<file path="src/rtl/adc_scan_ctrl.sv">
// ADC128S022 SPI scan master: cycles channels 5,6,7 and publishes 12-bit results atomically.
// Latency: first commit 16 + 4*256 cycles after enable; then one commit every 768 cycles.
// Flow: no backpressure; en is sampled only at frame boundaries, results update on scan_done.
module adc_scan_ctrl #(
  parameter int CLK_DIV = 16
) (
  input  logic        clk_50,
  input  logic        rst,
  input  logic        en,
  input  logic        adc_dout,
  output logic        adc_cs_n,
  output logic        adc_sck,
  output logic        adc_din,
  output logic [11:0] ch5,
  output logic [11:0] ch6,
  output logic [11:0] ch7,
  output logic [1:0]  data_frame,
  output logic        scan_done
);

  localparam int DW = (CLK_DIV > 2) ? $clog2(CLK_DIV) : 1;
  localparam logic [DW-1:0] DIV_LAST = DW'(CLK_DIV - 1);
  localparam logic [DW-1:0] DIV_HALF = DW'(CLK_DIV / 2);
  localparam logic [DW-1:0] DIV_SAMP = DW'(3 * CLK_DIV / 4);

  typedef enum logic {IDLE, CONV} state_t;

  state_t          state, state_nxt;
  logic [DW-1:0]   div, div_nxt;
  logic [DW-1:0]   hi_cnt;
  logic [3:0]      bitn, bit_nxt;
  logic [1:0]      addr_idx, addr_nxt;   // 0,1,2 -> ADC address 5,6,7
  logic            first;                // frame 0 after entering CONV: data is discarded
  logic            start, frame_end, commit;
  logic [2:0]      addr_bits;
  logic [7:0]      ctrl_byte;
  logic            sck_nxt, din_nxt;
  logic            dout_s1, dout_s2;
  logic [11:0]     rx, s5, s6;

  assign start     = (state == IDLE) && en && (hi_cnt == DIV_LAST);
  assign frame_end = (state == CONV) && (div == DIV_LAST) && (bitn == 4'd15);
  // the frame addressed 5 carries channel 7 data, except for the discarded frame 0
  assign commit    = frame_end && !first && (addr_idx == 2'd0);

  // state register
  always_ff @(posedge clk_50) begin
    if (rst) state <= IDLE;
    else     state <= state_nxt;
  end

  // next state, bit position and the serial outputs they imply
  always_comb begin
    state_nxt = state;
    div_nxt   = div;
    bit_nxt   = bitn;
    addr_nxt  = addr_idx;
    case (state)
      IDLE: begin
        if (start) begin
          state_nxt = CONV;
          div_nxt   = '0;
          bit_nxt   = 4'd0;
          addr_nxt  = 2'd0;
        end
      end
      CONV: begin
        if (div == DIV_LAST) begin
          div_nxt = '0;
          bit_nxt = bitn + 4'd1;
          if (bitn == 4'd15) begin
            addr_nxt = (addr_idx == 2'd2) ? 2'd0 : addr_idx + 2'd1;
            if (!en) state_nxt = IDLE;
          end
        end else begin
          div_nxt = div + 1'b1;
        end
      end
      default: state_nxt = IDLE;
    endcase
    addr_bits = 3'd5 + {1'b0, addr_nxt};
    ctrl_byte = {2'b00, addr_bits, 3'b000};
    sck_nxt   = 1'b1;
    din_nxt   = 1'b0;
    if (state_nxt == CONV) begin
      sck_nxt = (div_nxt >= DIV_HALF);
      din_nxt = !bit_nxt[3] && ctrl_byte[~bit_nxt[2:0]];
    end
  end

  // bit timing counters, serial pins and the cs_n high-time guard
  always_ff @(posedge clk_50) begin
    if (rst) begin
      div      <= '0;
      bitn     <= 4'd0;
      addr_idx <= 2'd0;
      hi_cnt   <= '0;
      first    <= 1'b0;
      adc_cs_n <= 1'b1;
      adc_sck  <= 1'b1;
      adc_din  <= 1'b0;
    end else begin
      div      <= div_nxt;
      bitn     <= bit_nxt;
      addr_idx <= addr_nxt;
      adc_cs_n <= (state_nxt == IDLE);
      adc_sck  <= sck_nxt;
      adc_din  <= din_nxt;
      if (state != IDLE || state_nxt != IDLE) hi_cnt <= '0;
      else if (hi_cnt != DIV_LAST)            hi_cnt <= hi_cnt + 1'b1;
      if (start)          first <= 1'b1;
      else if (frame_end) first <= 1'b0;
    end
  end

  // receive path: 2-flop synchronizer, sample at 3/4 period, shadow and commit
  always_ff @(posedge clk_50) begin
    if (rst) begin
      dout_s1    <= 1'b0;
      dout_s2    <= 1'b0;
      rx         <= '0;
      s5         <= '0;
      s6         <= '0;
      ch5        <= '0;
      ch6        <= '0;
      ch7        <= '0;
      data_frame <= 2'd0;
      scan_done  <= 1'b0;
    end else begin
      dout_s1   <= adc_dout;
      dout_s2   <= dout_s1;
      scan_done <= 1'b0;
      if (state == CONV && div == DIV_SAMP && bitn >= 4'd4)
        rx <= {rx[10:0], dout_s2};
      if (frame_end && !first) begin
        if (addr_idx == 2'd1) s5 <= rx;
        if (addr_idx == 2'd2) s6 <= rx;
      end
      if (commit) begin
        ch5       <= s5;
        ch6       <= s6;
        ch7       <= rx;
        scan_done <= 1'b1;
      end
      // IDLE entry wins over a simultaneous commit so a stopped scanner reads 0
      if (frame_end) begin
        if (!en)                     data_frame <= 2'd0;
        else if (commit)             data_frame <= 2'd1;
        else if (data_frame != 2'd0) data_frame <= data_frame + 2'd1;
      end
    end
  end

endmodule

</file>
<file path="config.mk">
export PLATFORM = sky130hd
export DESIGN_NAME = adc_scan_ctrl
export DESIGN_NICKNAME = d
export VERILOG_FILES = /design/src/rtl/adc_scan_ctrl.sv
export SDC_FILE = /design/constraint.sdc
export NUM_CORES = 1
export LEC_CHECK = 0
export CAP_MARGIN = 20
export CORE_ASPECT_RATIO = 1.75
export CORE_MARGIN = 1.5
export CORE_UTILIZATION = 33
export CTS_CLUSTER_DIAMETER = 100
export DETAILED_ROUTE_END_ITERATION = 7
export GPL_TIMING_DRIVEN = 0
export HOLD_SLACK_MARGIN = 0.1
export PLACE_DENSITY_LB_ADDON = 0.25
export SYNTH_ARGS = -nofsm -noshare
export SYNTH_HDL_FRONTEND = slang
export SYNTH_SLANG_ARGS = --single-unit
</file>
<file path="constraint.sdc">
create_clock -name clk_50 -period 5.86 [get_ports clk_50]
set_clock_uncertainty 0.2 [all_clocks]
set_input_delay 1.465 -clock clk_50 [delete_from_list [all_inputs] [get_ports clk_50]]
set_output_delay 1.465 -clock clk_50 [all_outputs]
set_load 0.02 [all_outputs]
</file>
## Yosys cells after proc, flatten, opt, wreduce, memory -nomap -nowiden

Cells that the tools add are included.

- Register bits: 96
- Output and inout bits: 42
- Logic and storage cells: 83

- Add/sub/neg operators: 6
- Magnitude comparators: 3
- Eq/ne operators: 8
- Muxes and demuxes: 24
- Bitwise gates (word level): 3
- Reduce and logical (&&, ||, !) cells: 20

Operators by type and width:

| cell | count |
|---|---|
| 4-bit == test (second input constant) | 4 |
| 4-bit two-way mux | 4 |
| 4-bit case mux with 2 select lines | 2 |
| 2-bit two-way mux | 7 |
| 4-bit by 1-bit adder with 4-bit output (second input constant) | 3 |
| 1-bit logical AND | 9 |
| 1-bit two-way mux | 8 |
| 2-bit AND reduction | 3 |
| 2-bit by 1-bit adder with 2-bit output (second input constant) | 2 |
| 4-bit by 3-bit greater-or-equal comparator with 1-bit output (second input constant) | 1 |
| 4-bit greater-or-equal comparator (second input constant) | 1 |
| 3-bit by 4-bit < comparator with 1-bit output (second input constant) | 1 |
| 4-bit inequality test (second input constant) | 1 |
| 2-bit case mux with 2 select lines | 1 |
| 2-bit nonzero test | 2 |
| 2-bit OR reduction | 2 |
| 3-bit by 2-bit adder with 3-bit output (first input constant) | 1 |
| 1-bit binary-select mux with 3-bit select | 1 |
| 3-bit by 1-bit inequality test with 1-bit output (second input constant) | 1 |
| 3-bit NOT | 1 |
| 2-bit by 1-bit == test with 1-bit output (second input constant) | 1 |
| 2-bit == test (second input constant) | 1 |
| 1-bit zero test | 2 |
| 2-bit zero test | 1 |
| 3 further kinds | 4 |

## Longest topological paths before layout

Gate-level depths: netlist of the first run.

- Word-level depth: 9
- Mapped depth: 11
- Gate-level depth less buffers: 10

## Least setup slack after synthesis of the first run

OpenSTA, ideal clock, no wires.

- Kind: input to register
- Start point: in en
- End point: reg adc_din
- Setup time: 103 ps
- Data arrival time: 2946 ps
- Path slack: 2610 ps
- Cell stages on the path: 8
- Path through: nand4_1 > or2_2 > a31oi_1 > inv_1 > ha_1 > nand2_1 > a21o_1 > a2111oi_2

- Longest elaborated chain between the ends: 8
- Elaborated cells between the ends (all ways): 19
- Classes of those cells: add/sub (1); mux (11); bitwise (2); reduce/logical (5)

RTL lines:

| element | RTL line | RTL |
|---|---|---|
| start, declared | 9 | `input logic en,` |
| 1-bit logical AND (2 in a row) | 41 | `assign start = (state == IDLE) && en && (hi_cnt == DIV_LAST);` |
| 2-bit two-way mux | 60 | `if (start) begin` |
| 2-bit case mux with 2 select lines | 58 | `case (state)` |
| via addr_nxt[0] | 32 | `logic [1:0] addr_idx, addr_nxt;` |
| 3-bit by 2-bit adder with 3-bit output | 81 | `addr_bits = 3'd5 + {1'b0, addr_nxt};` |
| 1-bit binary-select mux with 3-bit select | 87 | `din_nxt = !bit_nxt[3] && ctrl_byte[~bit_nxt[2:0]];` |
| 1-bit two-way mux (implied by the code) | 87 |  |
| 1-bit logical AND | 87 |  |
| end signal, assigned | 108 | `adc_din <= din_nxt;` |
| end, declared | 13 | `output logic adc_din,` |

The timed path passes the listed nets, and every way through them passes these cells. The select of a mux whose other input is x is not followed.
A chain may end at the register's enable or synchronous reset.

## Final worst setup path of the first run

Same ends and word-level chain as after synthesis.

==> results of run 1 <==
cell families (layout without fill, tap and decap cells):
family | after synthesis | after routing | share of synthesized area
simple gates | 181 | 181 | 0.218
mux | 38 | 38 | 0.102
compound gates | 65 | 65 | 0.0998
flops | 96 | 96 | 0.516
buf+inv | 34 | 94 | 0.0413
fa+ha+maj | 6 | 6 | 0.0202
xor+xnor | 1 | 1 | 0.00235
worst register-to-register path, cell delays in order (launching register included):
cell and delay [ns]:
dfxtp_1 0.46, ha_1 0.19, clkbuf_1 0.26, nand3_1 0.21
nor2_1 0.29, nor2_1 0.10, a22o_1 0.27, ha_1 0.30
nand2_1 0.06, a21o_1 0.18, a2111oi_2 0.27
through the flow:
step	hold WS [ns]	worst slack, ns
after CTS	0.244	2.06
after global routing	0.256	1.91
after floorplan	0.214	2.61
final	0.239	2.07
after detailed placement	0.223	1.73
after global placement	0.228	1.73
final timing paths:
path                              start       to  slack [ns]  cells past startpoint
worst max-delay path                 en  adc_din        2.07                      9
worst max register to register  bitn[0]  adc_din        2.98                     10
worst min-delay path            dout_s1  dout_s2        0.24                      1
worst min register to register  dout_s1  dout_s2        0.24                      1
area by class of cell:
type / count / area share
Timing Repair Buffer: 44 / 0.0953
Inverter: 10 / 0.00812
Multi-Input combinational cell: 291 / 0.357
Buffer: 24 / 0.0252
Tap cell: 132 / 0.0357
Sequential cell: 96 / 0.416
Clock inverter: 6 / 0.0111
Clock buffer: 10 / 0.0517
power groups by stage:
stage | clock network (uW) | registers, uW | logic [uW]
final | 566 | 657 | 19.8
after global routing | 611 | 657 | 22.4
after CTS | 582 | 657 | 20.2
after detailed placement | 0 | 672 | 20.1
after global placement | 0 | 672 | 19.7
after floorplan | 0 | 671 | 12.4
sequential cells by signal, indices dropped and copies added, names as in the netlist:
register and flops:
ch5 12, ch6 12, ch7 12, rx 12, s5 12, s6 12, bitn 4, div 4
hi_cnt 4, addr_idx 2, data_frame 2, adc_cs_n 1, adc_din 1, adc_sck 1, dout_s1 1, dout_s2 1
first 1, scan_done 1, state 1
per-layer routing:
metal,vias to the layer above,part of all wire,track usage
li1,1524,-,-
met1,1418,0.41,0.165
met4,0,0.015,0.0553
met3,10,0.028,0.0356
met5,-,0,0
met2,45,0.55,0.290
cells in the final DEF, fill, tap and decap left out, types with 3 or more instances in the layout:
cell type | netlist | layout
clkinv_4 | 0 | 3
nor3_1 | 7 | 7
buf_2 | 9 | 9
mux2i_1 | 38 | 38
o21ai_0 | 4 | 4
nor2_1 | 55 | 55
ha_1 | 6 | 6
dfxtp_1 | 96 | 96
nand2_1 | 81 | 81
clkbuf_16 | 0 | 9
nor2b_1 | 6 | 6
nand4_1 | 3 | 3
a21oi_1 | 45 | 45
clkdlybuf4s50_1 | 0 | 44
clkbuf_1 | 13 | 13
inv_1 | 10 | 10
nand3_1 | 10 | 10
or3_1 | 3 | 3
==> key figures, run 1 <==
Clock tree
  • Clock Tree Buf Depth: 2
  • Post-CTS setup repair buffer count: 0
  • Post-cts gate resize count: 0
  • Hold Buf Count CTS: 0
  • CTS tree: yes
  • Worst skew pair latency: between 0.3 and 0.4 ns
  • Cts bufs inserted: 9
  • CTS root buf: clkbuf_16
  • Clk sinks: between 90 and 100
  • Clk slew on worst S/H paths: 0.07 ns
  • H-tree levels: 3

Drt
  • Routed length per instance: between 10 and 15 microns
  • Drt total wl: 8790 microns
  • Routed Antenna Nets: 0
  • Total number of vias: roughly 3000
  • Residual DRC count: 0
  • Drt initial violations: roughly 140
  • Total iterations of the first detailed-routing run: 4
  • Vias per inst: around 4.9

Pwr
  • Peak supply drop: 177 uV
  • Sw power: around 280 uW
  • Comb pwr share: 0.016
  • Clock Power Share: 0.455
  • Reg power frac: 0.529
  • Leak: ~0.0016 uW
  • PwrDens: 269 nW/um^2
  • Total Power: approximately 1200 uW
  • Switching Fraction: 0.223
  • Design internal power: approximately 970 uW

Setup path
  • Setup Crit Path Kind: in -> reg
  • Largest delay share family, worst path: compound AO/OA/AOI/OAI gates
  • Startpoint Class: primary input
  • CP arrival: between 3 and 4 ns
  • CP Buf/Inv Count: 2
  • CP cell instances: clkdlybuf4s50_1 > nand4_1 > or2_2 > a31oi_1 > inv_1 > ha_1 > nand2_1 > a21o_1 > a2111oi_2
  • Crit path capture type: flip-flop
  • CP required: about 5.9 ns
  • Worst-path maximum fanout: 5
  • Critical-path top delay cell: clkdlybuf4s50_1
  • Slowest stage delay, CP: between 0.5 and 0.6 ns

Floorplan
  • Starting density of the core: 0.337
  • IO Pins: 46
  • Rows: just over 50
  • Die X: ~83 microns
  • Core area: between 10000 and 15000 sq um
  • Die area: 12000 sq um
  • Die Ht: approximately 140 microns

Synthesis
  • Synth warn: 0
  • Syn_area_per_cell: 8.85 sq um
  • Post-synth top area share: 0.516
  • Ys flop type: dfxtp_1
  • Mapped Cells: roughly 420
  • Ranking of synthesized cells by area: dfxtp_1, mux2i_1, nand2_1, a21oi_1, nor2_1
  • Ys async rst share: 0
  • Syn Nets: 431
  • Post-synth EDFFs: 0
  • Yosys reg bits: 96
  • Distinct cell type count after synthesis: 42
  • Syn Std Cell Area: 3720 sq um
  • Most common cell in the netlist: dfxtp_1
  • Most common library cells after synthesis: dfxtp_1, nand2_1, nor2_1
  • Sequential fraction of the synthesis area: 0.516
  • Area leader, netlist: dfxtp_1

Finish
  • Antenna Cells: 0
  • Share of cells above drive strength 1: 0.0707
  • Design Area, Final: 4620 sq um
  • Layout fillers: approximately 1100
  • Non-filler instance count after layout: slightly above 600
  • Synth-to-Final Area Change: 24.1%
  • Final nets: about 500
  • Multi-input gate area: ~1600 sq um
  • FF/Latch Area: roughly 1900 sq um
  • Final Util: 0.419

STA
  • Worst slew margin: 0.609
  • Slew Limit Fails: 0
  • Final setup TNS: 0 ns
  • Tightest Pin Transition: between 0.5 and 0.6 ns
  • Final worst path period share: 0.647
  • Final Setup Violations: 0
  • Min Tclk post-route: between 3 and 4 ns
  • Endpoints failing hold: 0
  • RSZ-0062 raised after global routing: no
  • FMAX: about 0.26 GHz

Global route
  • Initial antenna violation count: 0
  • Final global-route overflow total: 0
  • Number of global-route vias before repair: about 3000
  • First-pass GRT wire length: 14500 microns
  • Largest net degree at the start of global routing: 18
  • Global Route Usage Sum: 0.153

Flow run
  • Max-Cap Viols: 0

Placed design
  • Placed standard-cell area: ~4300 sq um
  • HPWL after DPL: between 6000 and 7000 microns
  • Placed Instances: approximately 600
  • Port bufs: 44
  • RePlAce Congestion: approximately 0.76

Min path
  • Hold WC Path Type: reg -> reg

Run status
  • Outcome: finished clean
No activity file was read; power rests on OpenSTA's default activity.
==> run 2, diff against run 1 <==
- clock period: 5.86 -> 3.7 ns (I/O delays scaled with it)
==> results of run 2 <==
The final DEF is identical to that of run 1. Status: finished clean.
Among the figures that moved: setup slack after placement 1.73 ns -> 0.108 ns; setup slack after layout 2.07 ns -> 0.451 ns; register-to-register setup slack 2.98 ns -> 0.82 ns; total power 1240 uW -> 1970 uW; worst IR drop on VDD 177 uV -> 281 uV
==> run 3, diff against run 2 <==
- SLEW_MARGIN: default -> 20
==> results of run 3 <==
The final DEF is identical to that of run 1. Status: finished clean.
Among the figures that moved: setup slack after placement 1.73 ns -> 0.108 ns; setup slack after layout 2.07 ns -> 0.451 ns; register-to-register setup slack 2.98 ns -> 0.82 ns; total power 1240 uW -> 1970 uW; worst IR drop on VDD 177 uV -> 281 uV
